File: config.mk
export PLATFORM = sky130hd
export DESIGN_NAME = ir_queue
export DESIGN_NICKNAME = d
export VERILOG_FILES = /design/src/rtl/ir_queue.sv
export SDC_FILE = /design/constraint.sdc
export NUM_CORES = 1
export LEC_CHECK = 0
export CORE_ASPECT_RATIO = 0.5
export CORE_MARGIN = 3
export CORE_UTILIZATION = 25
export DETAILED_ROUTE_END_ITERATION = 6
export DONT_BUFFER_PORTS = 1
export GPL_TIMING_DRIVEN = 0
export SETUP_SLACK_MARGIN = 0.5
export SLEW_MARGIN = 20
export SYNTH_ARGS = -nofsm -noshare
export SYNTH_HDL_FRONTEND = slang
export SYNTH_SLANG_ARGS = --single-unit
File: constraint.sdc
create_clock -name clk -period 5.4 [get_ports clk]
set_input_delay 1.62 -clock clk [delete_from_list [all_inputs] [get_ports clk]]
set_output_delay 1.62 -clock clk [all_outputs]
set_load 0.1 [all_outputs]
File: src/rtl/ir_queue.sv
// Instruction register with DEPTH-entry prefetch queue; head is combinational, bus/ALU copies register 1 edge after load.
// Backpressure: push accepted unless full (or full with simultaneous pop); rejected push/pop sets sticky err.
module ir_queue #(
   parameter int WIDTH = 16,
   parameter int DEPTH = 4,
   parameter int CW    = $clog2(DEPTH+1)
) (
   input  logic             clk,
   input  logic             rst_n,
   input  logic [WIDTH-1:0] im,
   input  logic             wr,
   input  logic             adv,
   input  logic             flush,
   input  logic             ldbus,
   input  logic             ldalu,
   output logic [WIDTH-1:0] bout,
   output logic             bout_en,
   output logic [WIDTH-1:0] alu,
   output logic [WIDTH-1:0] cu,
   output logic             cu_valid,
   output logic             full,
   output logic             empty,
   output logic [CW-1:0]    count,
   output logic             err
);

   localparam int AW = $clog2(DEPTH);

   logic [WIDTH-1:0] mem [DEPTH];
   logic [AW-1:0]    rp;
   logic [AW-1:0]    wp;
   logic [CW-1:0]    cnt;
   logic [WIDTH-1:0] head;
   logic             push_ok;
   logic             pop_ok;
   logic             err_set;

   assign head     = mem[rp];
   assign empty    = (cnt == '0);
   assign full     = (cnt == CW'(DEPTH));
   assign count    = cnt;
   assign cu_valid = ~empty;
   assign cu       = empty ? '0 : head;

   // A pop frees the slot the same edge, so a full queue still takes a push alongside adv.
   assign push_ok = wr & (~full | adv);
   assign pop_ok  = adv & ~empty;
   assign err_set = (wr & full & ~adv) | (adv & empty & ~wr);

   always_ff @(posedge clk) begin
      if (rst_n && !flush && push_ok) begin
         mem[wp] <= im;
      end
   end

   always_ff @(posedge clk) begin
      if (!rst_n) begin
         rp  <= '0;
         wp  <= '0;
         cnt <= '0;
         err <= 1'b0;
      end else if (flush) begin
         rp  <= '0;
         wp  <= '0;
         cnt <= '0;
         err <= 1'b0;
      end else begin
         if (push_ok) begin
            wp <= wp + 1'b1;
         end
         if (pop_ok) begin
            rp <= rp + 1'b1;
         end
         if (push_ok && !pop_ok) begin
            cnt <= cnt + 1'b1;
         end else if (pop_ok && !push_ok) begin
            cnt <= cnt - 1'b1;
         end
         if (err_set) begin
            err <= 1'b1;
         end
      end
   end

   // Loads see the pre-pop, pre-flush head; the bus load wins over the ALU load.
   always_ff @(posedge clk) begin
      if (!rst_n) begin
         bout    <= '0;
         bout_en <= 1'b0;
         alu     <= '0;
      end else begin
         bout_en <= 1'b0;
         if (ldbus) begin
            if (!empty) begin
               bout    <= head;
               bout_en <= 1'b1;
            end
         end else if (ldalu && !empty) begin
            alu <= head;
         end
      end
   end

endmodule

==> flow_metrics.py <==
metrics = {
    "layout": {
        "fin_nets": 273,
        "drive_above_1_share_pct": 19.3,
        "area_growth_pct": 14.7,
        "antenna_cells": 0,
        "design_area_mm2": 0.00459,
    },
    "critical_path": {
        "rr_endpoint": "count[2]$_SDFFE_PP0P_",
        "worst_r2r_path_depth": 8,
        "r2r_start": "count[0]$_SDFFE_PP0P_",
        "cp_data_required_time_ns": 3.78,
        "criticalPathCategory": "reg -> out",
        "critPathMaxFanout": 10,
        "cp-start-kind": "register",
        "crit_buf_inv": 2,
        "crit_chain": "or3_4 > buf_6 > buf_2 > and2_1",
        "crit_path_end_kind": "primary output",
        "slowest_delay_ns": 0.88,
        "critPathTopFamily": "simple AND/OR/NAND/NOR gates",
        "crit_slowest_cell": "and2_1",
        "reg2reg_setup_slack_ns": 2.72,
        "cp.arrival_ns": 2.90,
    },
    "detailed_routing": {
        "ant_nets": 0,
        "routed-wl-met2_um": 4460,
        "vias": 2035,
        "drt_iter0_drc": 124,
        "wl_per_cell_um": 18.3,
        "route.detailed.drc": 0,
        "drt-met1-wl_um": 3260,
        "via_per_inst": 4.55,
        "drt_wl_total_um": 8180,
        "first_pass_iters": 5,
        "highest_layer": "met4",
        "wl_met3_um": 375,
    },
    "pwr": {
        "p_per_area_mw_per_mm2": 434,
        "total_power_mw": 1.99,
        "pwr-share-clk_pct": 34.6,
        "p_comb_share_pct": 13.3,
        "power_leakage_nw": 1.56,
        "p_sw_mw": 0.632,
        "swShare_pct": 31.7,
        "irDropWorstVdd_mv": 0.169,
        "p_seq_share_pct": 52.0,
        "intPower_mw": 1.36,
    },
    "placement": {
        "dpl_cell_area_mm2": 0.00426,
        "routabilityCongestion": 0.796,
        "portBuffers": 0,
        "hpwl_um": 5910,
    },
    "cts": {
        "htree_levels": 3,
        "cts_buffers": 9,
        "cts-root-buf": "clkbuf_16",
        "hold_buffers": 0,
        "cts.reportedPaths.clkPinSlew_ns": 0.07,
        "worstSkewPairLatency_ns": 0.33,
        "clockBufferDepth": 2,
        "clock_sinks": 107,
        "cts_tree": "yes",
    },
    "timing": {
        "fin_hold_ws_ns": 0.537,
        "tightest_slew_ns": 1.05,
        "final.setup.tns_ns": 0,
        "maxSlewHeadroom_pct": 30.0,
        "finalSetupViolations": 0,
        "timing.fmax_ghz": 0.221,
        "rsz0062_at_grt": "false",
        "clock_skew_ns": 0.00781,
        "fin_crit_sh_pct": 83.8,
        "finalCriticalPeriod_ns": 4.52,
        "finalHoldViolCount": 0,
        "maxSlewViolCount": 0,
    },
    "yosys": {
        "synth-main-ff-cell": "edfxtp_1",
        "ys_async_sr_fraction_pct": 0,
        "synth-edff-count": 64,
        "synth_seq_cells": 107,
        "synth_warnings": 0,
        "yosysUniqueCellTypes": 36,
        "syn_nets": 262,
        "syn_area_per_cell_um2": 17.2,
        "synth-seq-area-share_pct": 69.6,
        "syn-instance-count": 233,
        "netlist_area_mm2": 0.00400,
    },
    "worst_hold_path": {
        "hp-class": "reg -> reg",
        "holdPathEnd": "rp[0]$_SDFFE_PP0P_",
        "worstHoldStart": "rp[0]$_SDFFE_PP0P_",
        "worstHoldPathCells": 2,
    },
    "global_routing": {
        "grt_max_degree": 18,
        "overflow": 0,
        "grt_pass1_vias": 2123,
        "grtUsageTotal_pct": 9.21,
        "antenna_found_initial": 0,
        "grt_pass1_wl_um": 12300,
    },
    "run": {
        "timing.max_cap.violations": 0,
    },
    "run_status": {
        "status": "complete, no violations",
    },
    "floorplan": {
        "core-area_mm2": 0.0150,
        "ios": 79,
        "initial_core_util_pct": 26.6,
        "dieHeight_um": 95.4,
        "rows": 31,
        "dieWidth_um": 185,
        "die_area_mm2": 0.0176,
    },
}
==> worst max path at each step <==
stage | start | to | cells past startpoint
3_5_place_dp | count[2]$_SDFFE_PP0P_ | cu[12] | 4
6_report | count[0]$_SDFFE_PP0P_ | cu[12] | 4
3_3_place_gp | count[0]$_SDFFE_PP0P_ | cu[12] | 4
4_1_cts | count[2]$_SDFFE_PP0P_ | cu[12] | 4
2_1_floorplan | count[0]$_SDFFE_PP0P_ | cu[10] | 4
5_1_grt | count[0]$_SDFFE_PP0P_ | cu[11] | 4
==> kinds of logic (layout without fill, tap and decap cells) <==
| kind of cell | count (synthesis) | count (layout) | share of synthesized area, % |
|---|---|---|---|
| AO/OA/AOI/OAI | 42 | 42 | 9.01 |
| XOR/XNOR | 4 | 4 | 0.876 |
| adder cells (fa/ha/maj) | 6 | 6 | 2.07 |
| buffers and inverters | 18 | 34 | 2.66 |
| flip-flops | 107 | 107 | 69.6 |
| multiplexers | 17 | 17 | 9.26 |
| AND/OR/NAND/NOR | 39 | 39 | 6.51 |
==> placed cells by master (no fill, tap or decap), types with 2 or more instances in the layout <==
master and n:
ha_1 5, and2_1 16, dfxtp_1 40, a22o_1 32, edfxtp_1 64, o31ai_1 2, dfxtp_2 3, buf_6 2
mux4_2 16, nor2_1 6, buf_2 4, o21ai_0 2, clkbuf_1 5, inv_1 7, nor3_1 2, xor2_1 4
clkbuf_16 11, buf_4 2, a21oi_1 2, and3_1 4
==> what timing repair did <==
| action | CTS | global route |
|---|---|---|
| endpoints found under the hold margin | 0 | 0 |
| resized for setup | 0 | 1 |
| endpoints found under the setup margin | 0 | 9 |
| buffers inserted | 0 | 0 |
==> Yosys cell counts, types with 3 or more instances <==
| master | number | area [um2] |
|---|---|---|
| ha_1 | 5 | 62.6 |
| buf_2 | 4 | 20.0 |
| clkbuf_1 | 3 | 11.3 |
| and3_1 | 4 | 25.0 |
| nor2_1 | 6 | 22.5 |
| edfxtp_1 | 64 | 1920 |
| a22o_1 | 32 | 280 |
| inv_1 | 6 | 22.5 |
| dfxtp_1 | 43 | 861 |
| mux4_2 | 16 | 360 |
| and2_1 | 16 | 100 |
| xor2_1 | 4 | 35.0 |
==> cell type report <==
cell class | count | area (um2)
fillers | 1445 | 10500
inverters | 6 | 22.5
flip-flops and latches | 107 | 2790
multi-input cells | 108 | 1120
clock buffers | 13 | 283
plain buffers | 12 | 83.8
well taps | 198 | 248
clock inverters | 3 | 42.5
==> metrics by stage <==
step / cells / worst slack (ns) / util [%]
floorplan: 233 / 0.982 / -
global placement: 431 / 0.826 / 28.2
detailed placement: 431 / 0.893 / 28.3
CTS: 447 / 0.517 / 30.5
global route: 447 / 0.772 / 30.5
finish: 447 / 0.877 / 30.5
==> registers in the layout, summed over array words and instances, names as in the netlist, named ones only <==
register,flops
wp,2
count,3
bout_en,1
alu,16
err,1
rp,2
mem,64
bout,16
==> per-layer routing <==
metal / up-vias / GRT usage (%)
li1: 926 / -
met1: 1059 / 10.1
met2: 44 / 17.2
met3: 6 / 2.71
met4: 0 / 3.18
met5: - / 0
==> power by group through the flow <==
stage / combinational (mW) / sequential, mW / clock, mW
floorplan: 0.240 / 1.05 / 0
global placement: 0.262 / 1.05 / 0
detailed placement: 0.267 / 1.05 / 0
CTS: 0.267 / 1.04 / 0.703
global route: 0.276 / 1.04 / 0.731
finish: 0.265 / 1.04 / 0.690
==> worst register-to-register path: stages (launching register included) <==
cell	delay, ns
dfxtp_2	0.79
nor4b_1	0.20
nor2_1	0.31
ha_1	0.25
inv_1	0.06
fa_1	0.37
xor2_1	0.16
or3_1	0.31
a21oi_1	0.16
Power figures use the tool's default switching activity.
